## src/rtl/cpu_pkg.sv

```systemverilog
// Shared widths, reset vector and the fetch-to-decode entry type for the ARM pipeline.
package cpu_pkg;

    localparam int ADDR_W  = 64;
    localparam int INSTR_W = 32;
    localparam int PC_STEP = 4;

    localparam logic [ADDR_W-1:0] RESET_PC = '0;

    typedef struct packed {
        logic [INSTR_W-1:0] instr;
        logic [ADDR_W-1:0]  pc;
    } fetch_entry_t;

endpackage

```

## src/rtl/fetch_fifo.sv

```systemverilog
// Small synchronous FIFO with flush; the head is readable combinationally so a
// write at one edge is visible at the output in the following cycle.
module fetch_fifo #(
    parameter int WIDTH = 32,
    parameter int DEPTH = 2,
    localparam int PTR_W = (DEPTH > 1) ? $clog2(DEPTH) : 1,
    localparam int CNT_W = $clog2(DEPTH + 1)
) (
    input  logic             clk,
    input  logic             rst_n,
    input  logic             flush,
    input  logic             push,
    input  logic [WIDTH-1:0] push_data,
    input  logic             pop,
    output logic [WIDTH-1:0] pop_data,
    output logic             full,
    output logic             empty,
    output logic [CNT_W-1:0] count
);

    localparam logic [PTR_W-1:0] LAST_PTR = PTR_W'(DEPTH - 1);
    localparam logic [CNT_W-1:0] FULL_CNT = CNT_W'(DEPTH);

    logic [PTR_W-1:0] wr_ptr_reg, wr_ptr_next;
    logic [PTR_W-1:0] rd_ptr_reg, rd_ptr_next;
    logic [CNT_W-1:0] count_reg, count_next;
    logic [WIDTH-1:0] entries [DEPTH];
    logic             do_push;
    logic             do_pop;

    function automatic logic [PTR_W-1:0] ptr_inc(input logic [PTR_W-1:0] ptr);
        return (ptr == LAST_PTR) ? '0 : ptr + PTR_W'(1);
    endfunction

    assign full     = (count_reg == FULL_CNT);
    assign empty    = (count_reg == '0);
    assign count    = count_reg;
    assign do_push  = push && !full && !flush;
    assign do_pop   = pop && !empty && !flush;
    assign pop_data = entries[rd_ptr_reg];

    // Storage is not reset: an entry is only observable once count covers it.
    for (genvar gi = 0; gi < DEPTH; gi++) begin : g_entry
        logic [WIDTH-1:0] data_reg;

        always_ff @(posedge clk) begin
            if (do_push && (wr_ptr_reg == PTR_W'(gi))) begin
                data_reg <= push_data;
            end
        end

        assign entries[gi] = data_reg;
    end

    always_comb begin
        wr_ptr_next = wr_ptr_reg;
        rd_ptr_next = rd_ptr_reg;
        count_next  = count_reg;
        if (do_push) begin
            wr_ptr_next = ptr_inc(wr_ptr_reg);
        end
        if (do_pop) begin
            rd_ptr_next = ptr_inc(rd_ptr_reg);
        end
        case ({do_push, do_pop})
            2'b10:   count_next = count_reg + CNT_W'(1);
            2'b01:   count_next = count_reg - CNT_W'(1);
            default: count_next = count_reg;
        endcase
        if (flush) begin
            wr_ptr_next = '0;
            rd_ptr_next = '0;
            count_next  = '0;
        end
    end

    always_ff @(posedge clk or negedge rst_n) begin
        if (!rst_n) begin
            wr_ptr_reg <= '0;
            rd_ptr_reg <= '0;
            count_reg  <= '0;
        end else begin
            wr_ptr_reg <= wr_ptr_next;
            rd_ptr_reg <= rd_ptr_next;
            count_reg  <= count_next;
        end
    end

endmodule

```

## src/rtl/fetch_stage.sv

```systemverilog
// Instruction fetch front end: owns the PC, issues credit-limited in-order
// memory requests, queues responses for decode and squashes on redirect.
module fetch_stage
    import cpu_pkg::*;
#(
    parameter int          ADDR_W   = cpu_pkg::ADDR_W,
    parameter int          INSTR_W  = cpu_pkg::INSTR_W,
    parameter logic [63:0] RESET_PC = 64'(cpu_pkg::RESET_PC),
    parameter int          DEPTH    = 2
) (
    input  logic               clk,
    input  logic               reset,
    output logic               imem_req_valid,
    input  logic               imem_req_ready,
    output logic [ADDR_W-1:0]  imem_req_addr,
    input  logic               imem_resp_valid,
    input  logic [INSTR_W-1:0] imem_resp_data,
    input  logic               redirect_valid,
    input  logic [ADDR_W-1:0]  redirect_pc,
    output logic               dec_valid,
    input  logic               dec_ready,
    output logic [INSTR_W-1:0] dec_instr,
    output logic [ADDR_W-1:0]  dec_pc
);

    localparam int             CNT_W = $clog2(DEPTH + 1);
    localparam int             Q_W   = INSTR_W + ADDR_W;
    localparam logic [CNT_W:0] CAP   = (CNT_W + 1)'(DEPTH);

    logic [ADDR_W-1:0] pc_reg, pc_next;
    logic [CNT_W-1:0]  outstanding_reg, outstanding_next;
    logic [CNT_W-1:0]  drop_reg, drop_next;

    logic              req_fire;
    logic              resp_take;
    logic              resp_keep;
    logic              dec_fire;
    logic              credit_ok;

    logic [ADDR_W-1:0] tag_head;
    logic              tag_full, tag_empty;
    logic [CNT_W-1:0]  tag_count;

    logic [Q_W-1:0]    q_push_data;
    logic [Q_W-1:0]    q_head;
    logic              q_full, q_empty;
    logic [CNT_W-1:0]  q_count;

    logic              unused_fifo_status;

    // Credits cover both queued entries and requests still in flight.
    assign credit_ok      = ({1'b0, outstanding_reg} + {1'b0, q_count}) < CAP;
    assign imem_req_valid = reset && !redirect_valid && credit_ok;
    assign imem_req_addr  = pc_reg;
    assign req_fire       = imem_req_valid && imem_req_ready;

    assign resp_take = imem_resp_valid && (outstanding_reg != '0);
    assign resp_keep = resp_take && (drop_reg == '0) && !redirect_valid;

    assign dec_valid = !q_empty;
    assign dec_fire  = dec_valid && dec_ready;
    assign dec_instr = dec_valid ? q_head[ADDR_W +: INSTR_W] : '0;
    assign dec_pc    = dec_valid ? q_head[ADDR_W-1:0] : '0;

    assign q_push_data = {imem_resp_data, tag_head};

    assign unused_fifo_status = &{1'b0, tag_full, tag_empty, tag_count, q_full};

    // Every counted response retires its tag, kept or dropped, to stay aligned.
    fetch_fifo #(
        .WIDTH (ADDR_W),
        .DEPTH (DEPTH)
    ) u_tag_fifo (
        .clk       (clk),
        .rst_n     (reset),
        .flush     (1'b0),
        .push      (req_fire),
        .push_data (pc_reg),
        .pop       (resp_take),
        .pop_data  (tag_head),
        .full      (tag_full),
        .empty     (tag_empty),
        .count     (tag_count)
    );

    fetch_fifo #(
        .WIDTH (Q_W),
        .DEPTH (DEPTH)
    ) u_instr_queue (
        .clk       (clk),
        .rst_n     (reset),
        .flush     (redirect_valid),
        .push      (resp_keep),
        .push_data (q_push_data),
        .pop       (dec_fire),
        .pop_data  (q_head),
        .full      (q_full),
        .empty     (q_empty),
        .count     (q_count)
    );

    always_comb begin
        pc_next          = pc_reg;
        outstanding_next = outstanding_reg;
        drop_next        = drop_reg;

        if (redirect_valid) begin
            pc_next = redirect_pc;
        end else if (req_fire) begin
            pc_next = pc_reg + ADDR_W'(PC_STEP);
        end

        if (req_fire && !resp_take) begin
            outstanding_next = outstanding_reg + CNT_W'(1);
        end else if (!req_fire && resp_take) begin
            outstanding_next = outstanding_reg - CNT_W'(1);
        end

        // Everything still in flight after this cycle belongs to the old path.
        if (redirect_valid) begin
            drop_next = outstanding_next;
        end else if (resp_take && (drop_reg != '0)) begin
            drop_next = drop_reg - CNT_W'(1);
        end
    end

    always_ff @(posedge clk or negedge reset) begin
        if (!reset) begin
            pc_reg          <= ADDR_W'(RESET_PC);
            outstanding_reg <= '0;
            drop_reg        <= '0;
        end else begin
            pc_reg          <= pc_next;
            outstanding_reg <= outstanding_next;
            drop_reg        <= drop_next;
        end
    end

endmodule
```

## config.mk

```make
export PLATFORM = sky130hd
export DESIGN_NAME = fetch_stage
export DESIGN_NICKNAME = d
export VERILOG_FILES = /design/src/rtl/cpu_pkg.sv /design/src/rtl/fetch_fifo.sv /design/src/rtl/fetch_stage.sv
export SDC_FILE = /design/constraint.sdc
export NUM_CORES = 1
export LEC_CHECK = 0
export ABC_AREA = 1
export BUFFER_PORTS_ARGS = -buffer_cell sky130_fd_sc_hd__buf_2
export CAP_MARGIN = 20
export CORE_MARGIN = 2
export CORE_UTILIZATION = 60
export DETAILED_ROUTE_END_ITERATION = 12
export PLACE_DENSITY = 0.84
export SYNTH_ARGS = -nofsm -noshare
export SYNTH_HDL_FRONTEND = slang
export SYNTH_SLANG_ARGS = --single-unit
```

## constraint.sdc

```tcl
create_clock -name clk -period 10.7 [get_ports clk]
set_input_delay 0 -clock clk [delete_from_list [all_inputs] [get_ports clk]]
set_output_delay 0 -clock clk [all_outputs]
set_load 0.01 [all_outputs]
```

==> results of run 1 <==
==> power breakdown <==
part	switching, uW	leakage, uW	internal [uW]
logic	809	0.00430	414
registers	207	0.00382	1910
clock network	569	0.000622	787
==> metrics by stage <==
step	std cells	setup WS [ns]	total power, uW	utilization [%]	hold WS (ns)
detailed placement	2309	6.26	3310	66.4	-0.00172
CTS	2483	6.21	4680	74.4	0.0158
global route	2485	5.79	4910	74.6	0.0390
floorplan	1717	5.20	2810	-	-0.296
global placement	2308	6.48	3240	66.3	-0.0156
finish	2485	6.10	4700	74.6	0.0281
==> metal layers <==
layer | wire length (um) | share of wire [%] | vias up
met2 | 22900 | 49 | 639
met3 | 3400 | 7.3 | 98
met4 | 1380 | 3.0 | 0
met5 | 0 | 0 | -
met1 | 18800 | 40 | 6529
li1 | - | - | 6376
==> cells in the mapped netlist (8+ instances only) <==
cell type	n	share of area, %
a21oi_1	100	2.9
a22o_1	13	0.66
buf_1	10	0.22
buf_2	11	0.32
clkbuf_1	43	0.94
dfrtp_1	76	11
edfxtp_1	320	56
inv_1	95	2.1
nand2_1	710	15
nand3_1	48	1.4
nand4_1	10	0.36
nor2_1	133	2.9
o211ai_1	16	0.70
o21ai_0	46	1.3
o21ai_1	9	0.26
xnor2_1	8	0.41
xor2_1	25	1.3
==> cells in the final DEF (no fill, tap or decap), types with 4 or more instances in the layout <==
| cell type | instances |
|---|---|
| buf_4 | 10 |
| xnor2_1 | 8 |
| o21bai_1 | 5 |
| a22o_1 | 13 |
| nand3_1 | 48 |
| dfrtp_1 | 74 |
| inv_2 | 5 |
| nand4_1 | 10 |
| xor2_1 | 25 |
| buf_12 | 4 |
| nor3_1 | 5 |
| edfxtp_1 | 320 |
| nor2_1 | 128 |
| o211ai_1 | 16 |
| clkbuf_1 | 13 |
| ha_1 | 4 |
| nor2_2 | 6 |
| clkinv_1 | 6 |
| buf_2 | 262 |
| nor2_4 | 11 |
| dlygate4sd3_1 | 99 |
| clkinv_2 | 7 |
| o21ai_1 | 9 |
| clkbuf_16 | 42 |
| a21oi_1 | 100 |
| o21ai_0 | 46 |
| nand2_2 | 6 |
| nand2_1 | 710 |
| inv_1 | 95 |
==> layout make-up <==
cell class,instances,area (um^2),area share [%]
sequential,396,11500,54.2
inverter,101,380,1.79
multi-input combinational,1155,5120,24.1
tap,384,480,2.26
timing repair buffer,375,2460,11.6
clock buffer,57,1130,5.31
clock inverter,17,153,0.719
==> worst reg2reg max path: cells and delay by family (launching register included) <==
family | cells | cell delay (ns)
AOI/OAI and AO/OA | 1 | 0.41
and+or+nand+nor | 4 | 1.19
adders and majority gates | 1 | 0.42
buffers and inverters | 3 | 1.64
DFF | 1 | 0.44
==> cells by family (layout without fill, tap and decap cells) <==
logic type	count (synthesis)	count (layout)	share of synthesized area [%]
flip-flops	396	396	66.8
AND/OR/NAND/NOR	927	927	21.3
buffers and inverters	166	550	3.72
XOR/XNOR	33	33	1.68
adder cells (fa/ha/maj)	5	5	0.407
AO/OA/AOI/OAI	190	190	6.13
==> worst max path at each step <==
stage                            from                              endpoint  slack (ns)
2_1_floorplan      outstanding_reg[0]  u_instr_queue.g_entry[0].data_reg[0]        5.20
3_3_place_gp   u_instr_queue.count[0]    u_tag_fifo.g_entry[0].data_reg[35]        6.48
3_5_place_dp   u_instr_queue.count[0]    u_tag_fifo.g_entry[0].data_reg[41]        6.26
4_1_cts        u_instr_queue.count[0]    u_tag_fifo.g_entry[0].data_reg[44]        6.21
5_1_grt        u_instr_queue.count[0]    u_tag_fifo.g_entry[1].data_reg[61]        5.79
6_report       u_instr_queue.count[0]    u_tag_fifo.g_entry[1].data_reg[58]        6.10
==> results.txt, run 1 <==
The largest single stage delay on the critical path is ~0.9 ns. The length of the first detailed-routing pass in iterations is 6. The cell at the slowest stage of the critical path is inv_2. The data required time at the worst endpoint is ~11 ns.

The count of max-cap constraint violations is 0. The power per cell area is ~220 nW/um^2. The combined area of all synthesized cells came out at about 17,000 um^2. The leakage dissipation came out at ~0.0087 uW. The class of the tightest hold or removal check is in -> async.

The share of async-settable or async-resettable flops after synthesis is a little under a fifth. A synthesized cell averages ~10 um^2. The number of pins with negative max-slew slack in the final report came out at 0. The number of flops mapped to enable cells by yosys is between 300 and 400. The horizontal die dimension came out at between 150 and 200 um. The via count of the first global-routing pass is 13,100. The number of antenna diodes in the final layout is 0. The average vias per placed instance came out at between 5 and 6. The synthesized netlist cell count came out at roughly 1,700. The routed wirelength normalized by instance count came out at approximately 19 um. The number of antenna violations at the first check in global routing was 0. The kind of end point of the critical path is a flip-flop. The hold buffer count at CTS is 100. The peak fanout along the critical path is 64.

Clock tree synthesis selected as its root buffer the cell clkbuf_16. The number of H-tree branching levels came out at 2. The clock tree from TritonCTS is built. The net total in the final layout came out at between 2,000 and 2,500.

The dominant delay contributor by cell family on the critical path is buffers and inverters. Setup repair after global routing left no endpoint under its margin. The met3 layer usage reported by global route came out at roughly 4.3%. The final global-route overflow total came out at 0. The final setup violation count is 0. The worst pin sits at a relative slew slack of between 20% and 30%.

The standard-cell row count came out at 62. The flow ran to the end, and the final reports show no timing, DRC or antenna violations. After clock tree synthesis, the repair step resized 0 gates. The placed wire-length estimate is just under 30 mm. The global-route track usage on met1 came out at 40.8%. The post-synthesis register bit count came out at just under 400.

In this run the critical register-to-register path is captured at u_tag_fifo.g_entry[1].data_reg[58]. The number of hold violations in the final report is 0. The placed cell area is between 15,000 and 20,000 um^2. For this run, the register share of the synthesized area comes to around two thirds.

The clock arrives with between 0.01 and 0.015 ns of skew. The number of flip-flops in the largest register came out at 192. The global router's overall resource usage is 30.2%.

The measured slew at the worst slew-check pin is approximately 1.2 ns. The data arrival time at the worst-slack endpoint came out at between 4 and 5 ns. After synthesis, the netlist uses 30 different library cells. The via count came out at around 14,000. The global routing stage identified its most utilized layer as met2. The number of primary I/O pins came out at ~260. The post-route clock period utilization came out at between 40% and 50%. The pin count of the biggest net entering global routing came out at a little under 100. The total negative slack came out at 0 ns. Of the cells placed in the final design, the portion with a size suffix greater than 1 is roughly 17%. The effective utilization at floorplan is ~61%. The critical path launch point type is a flip-flop.

Traced cell by cell, the critical path runs through nand2_1 -> inv_1 -> fa_1 -> nor2_1 -> nand4_2 -> inv_2 -> o21ai_1 -> nor2_4 -> buf_4. The startpoint of the worst-slack reg-to-reg timing path is u_instr_queue.count[0]. The number of clock sinks came out at 396. The largest buffer count on any clock path came out at 3. The maximum clock frequency is 217 MHz.

The area growth from synthesis to layout came out at 23.2%. The number of logic stages on the critical path including buffering came out at 9. The synthesized net count came out at ~1,800.

The post-route cell area is approximately 21,000 um^2. The detailed router finished its first iteration with ~1,400 violations. The number of buffers added for setup after CTS came out at 0. The die is 173 um tall. Clock tree synthesis inserted a total of 40 buffers. The number of filler cells placed in the layout is between 1,500 and 2,000.

At the end of routability-driven placement, the weighted congestion stood at 0.954. Measured in cells, the most critical reg-to-reg path has a length of 9. The worst setup path is of the reg -> reg kind. The clock input transition at the sequential cells of the worst setup and hold paths came out at about 0.060 ns. The yosys synthesis warning count came out at 0. The region available for standard cell placement spans roughly 28,000 um^2. The die footprint came out at roughly 30,000 um^2. For this run, the leading register cell type out of synthesis is edfxtp_1. The register-to-register setup slack came out at 6.10 ns. The count of buffer and inverter cells on the critical path is 3. The overall routed net length came out at approximately 46 mm. The post-route minimum period is roughly 4.6 ns. In this run the remaining antenna-violating nets after routing total 0. Global routing consumed, on the met2 layer, between 50% and 60% of the routing resources.

The number of input and output port buffers inserted is roughly 260. The clock latency at the later pin of the worst-skew pair came out at 0.53 ns. The count of unresolved DRC violations after routing came out at 0. The global-route wire length before repair came out at between 70 and 80 mm. The maximum VDD drop came out at between 200 and 250 uV.
Note: power is estimated with default switching activity, not from simulation.
==> run 2, diff against run 1 <==
ABC_AREA = 0   (was 1)
CORE_UTILIZATION = 56   (was 60)
PLACE_DENSITY = 0.79   (was 0.84)
clock period = 4.26 ns   (was 10.7 ns; I/O delays follow)
==> results.txt, run 2 <==
The core utilization of the finished layout came out at a little under three quarters. The top cell types in the final layout, fill and taps aside, are edfxtp_1, buf_2, nor2_1. The y dimension of the die came out at between 150 and 200 um.

In this run the worst path has a maximum fanout of 12. The pin count of the biggest net entering global routing came out at between 90 and 100. The sequential cell area fraction in the yosys report came out at 71.1%. The combined area of all synthesized cells came out at between 15,000 and 20,000 um^2. The library cell used most frequently in the layout, excluding fill and tap cells, is edfxtp_1. The relative slew slack is a little over a third. For this run, the number of Yosys warnings is 0. The class of the tightest hold or removal check is in -> async. Detailed routing inserted a total of about 11,000 vias. The core area came out at ~29,000 um^2. The final estimated routing congestion in global placement is roughly 0.85. By area the synthesized netlist is led by edfxtp_1, dfrtp_1, mux2i_1, mux2_2, nor2_1. The fraction of layout instances using a drive strength above 1 came out at ~28%. The count of max-cap constraint violations is 0.

The post-route minimum period is between 3 and 4 ns. The synthesized netlist cell count came out at between 1,000 and 1,500. Walking the worst path, the cells encountered are and2_1 -> fa_1 -> nand4bb_1 -> nor4_2 -> nand3_1 -> or4_1 -> a31oi_1.

The average cell area after synthesis is 14.6 um^2. The number of filler cells placed in the layout came out at roughly 1,900. For this run, the number of standard cells in the final layout without fillers is approximately 1,900. The via count of the first global-routing pass is 10,700. STA puts the critical path data required time at around 4.7 ns. The net total in the final layout came out at 1,592. The number of clock sinks came out at between 300 and 400.

The number of antenna violations at the first check in global routing came out at 2. The maximum VDD drop came out at between 300 and 400 uV. The initial utilization of the core area, before any placement, comes to between 50% and 60%. The number of input and output port buffers inserted is between 200 and 300.

The routed wirelength normalized by instance count came out at about 21 um. The violation count after the first detailed-route iteration is 1,022. The data arrival time at the worst-slack endpoint came out at 4.07 ns. After clock tree synthesis, the setup repair step added 0 buffers.

The standard-cell row count is 62. Setup repair after global routing left no endpoint under its margin. The flow ran to the end, and the final reports show no timing, DRC or antenna violations. The clock tree root driver cell is clkbuf_16. The number of flops mapped to enable cells by yosys came out at 320. From synthesis to final layout, the design area changed by 25.4%. The placed cell area is 18,000 um^2. In this run, post-CTS repair resized a total of 0 instances. The kind of end point of the critical path is a flip-flop.

The die footprint is between 30,000 and 40,000 um^2. The number of library cell types mapped by synthesis is 43. During I/O placement, the number of pins put on the boundary was between 200 and 300. The placed wire-length estimate is roughly 24 mm. The overall routed net length is approximately 39 mm. Setup violations remaining at the end of the flow were counted as 0. Summed over all instances, the cell type with the most area after synthesis is edfxtp_1. Clock-pin slew was measured on the worst setup and hold paths at 0.07 ns. After synthesis, the share of flip-flops with an asynchronous set or reset is between 10% and 20%. The global-route wire length before repair came out at around 60 mm. The critical path class is reg -> reg. The hold buffer count at CTS came out at 100. The H-tree was split into 2 levels. The final global-route overflow total is 0. The power per cell area came out at roughly 470 nW/um^2. The fraction of post-synthesis cell area in the top cell type by area is 59.3%. Based on the critical path, the design can be clocked at up to between 200 and 300 MHz. The horizontal die dimension came out at about 170 um. The most repeated cell in the gate-level netlist after synthesis is edfxtp_1. The clock latency at the later pin of the worst-skew pair is ~0.54 ns. The measured slew at the worst slew-check pin came out at ~0.97 ns.

The post-route cell area came out at 20,300 um^2. In the final timing run, aggregate negative setup slack is 0 ns. The register with the most flip-flops in the layout has 192 of them. For this run, the total global-route usage over all layers was measured as approximately a quarter.

Counting tap cells, the placed design contains a total of around 1,700 instances. The largest individual stage delay along the critical path comes from the cell nor4_2. No sink is reached through more buffers than the 3 on the longest clock path. By count the netlist is led by edfxtp_1, nor2_1, mux2i_1, dfrtp_1, nand2_1. The count of unresolved DRC violations after routing came out at 0.

The final clock skew came out at ~0.022 ns. In the routed layout, each cell is associated on average with a via count of between 5 and 6. The analysis attributes to cell leakage a power of 0.00742 uW. The number of buffers created by CTS came out at 40. The synthesized net count is 1,218. The number of nets with antenna violations after routing came out at 0. The number of pins with negative max-slew slack in the final report is 0.

The post-route clock period utilization is 85.2%. The critical path launch point type is a flip-flop. The number of hold violations in the final report came out at 0. For this run, the slowest stage of the critical path takes 0.67 ns. The post-synthesis register bit count came out at around 400.

The length of the first detailed-routing pass in iterations came out at 8. The flip-flop cell with the highest count after synthesis is edfxtp_1. TritonCTS built the clock tree.
[run 2: cell count changes after synthesis, moves of 10 or more]
cell     change
a21oi_1     -95
a22o_1      -12
a31oi_1     +10
and4_1      +10
inv_1       -82
mux2_2      +68
mux2i_1     +98
nand2_1    -636
nand3_1     -18
nand4_1     +21
nor4_1      +10
or3_1       +17
xnor2_1     +17
[run 2: path summary, 6_finish.rpt]
check | to | slack [ns] | depth (start not counted) | startpoint
min in group clk | u_instr_queue.g_entry[0].data_reg[95] | 0.20 | 2 | imem_resp_data[31]
max reg2reg | imem_req_addr[56] | 0.63 | 7 | u_instr_queue.count[0]
min | imem_req_addr[11] | 0.03 | 3 | reset
max in group asynchronous | u_instr_queue.rd_ptr_reg | 3.62 | 4 | reset
min reg2reg | u_tag_fifo.g_entry[1].data_reg[1] | 0.53 | 0 | imem_req_addr[1]
max | imem_req_addr[56] | 0.63 | 7 | u_instr_queue.count[0]
[run 2: final cells by class]
class / count / area, um^2 / area share [%]
antenna: 2 / 5.00 / 0.0246
clock buffer: 60 / 1140 / 5.60
clock inverter: 13 / 130 / 0.641
inverter: 13 / 48.8 / 0.240
multi-input combinational: 652 / 4490 / 22.1
sequential: 396 / 11500 / 56.7
tap: 384 / 480 / 2.36
timing repair buffer: 382 / 2510 / 12.3
[run 2: per-stage QoR]
step	total power, uW	hold WS [ns]	setup WS [ns]
after global routing	9790	0.0407	0.438
after CTS	9480	0.166	0.584
final	9460	0.0343	0.631
after detailed placement	6050	0.192	0.622
after global placement	5990	0.188	0.819
after floorplan	5600	-0.296	-1.51
[run 2: worst max-delay path, delay by kind of cell, from the launching register on]
family                     cells  cell delay [ns]
and+or+nand+nor                5             2.42
adders and majority gates      1             0.49
DFF                            1             0.45
AOI/OAI and AO/OA              1             0.17
[run 2: kinds of logic after synthesis]
kind of cell | share of synthesized area (%)
and+or+nand+nor | 10.5
adders and majority gates | 0.433
muxes | 10.8
buffers and inverters | 1.48
DFF | 71.1
AOI/OAI and AO/OA | 3.25
xor gates and xnor gates | 2.49
[run 2: layer usage]
layer	vias to the layer above	routed length, um	global-route usage, %
met4	0	1520	10.4
met1	5346	15900	34.0
met3	98	2630	4.11
li1	4932	-	-
met5	-	0	0
met2	494	19100	42.2
[run 2: where the power goes]
| part | internal [uW] | switching, uW | leakage, uW |
|---|---|---|---|
| Combinational | 600 | 597 | 0.00301 |
| Clock | 1980 | 1410 | 0.000615 |
| Sequential | 4540 | 333 | 0.00380 |
| Total | 7120 | 2340 | 0.00742 |
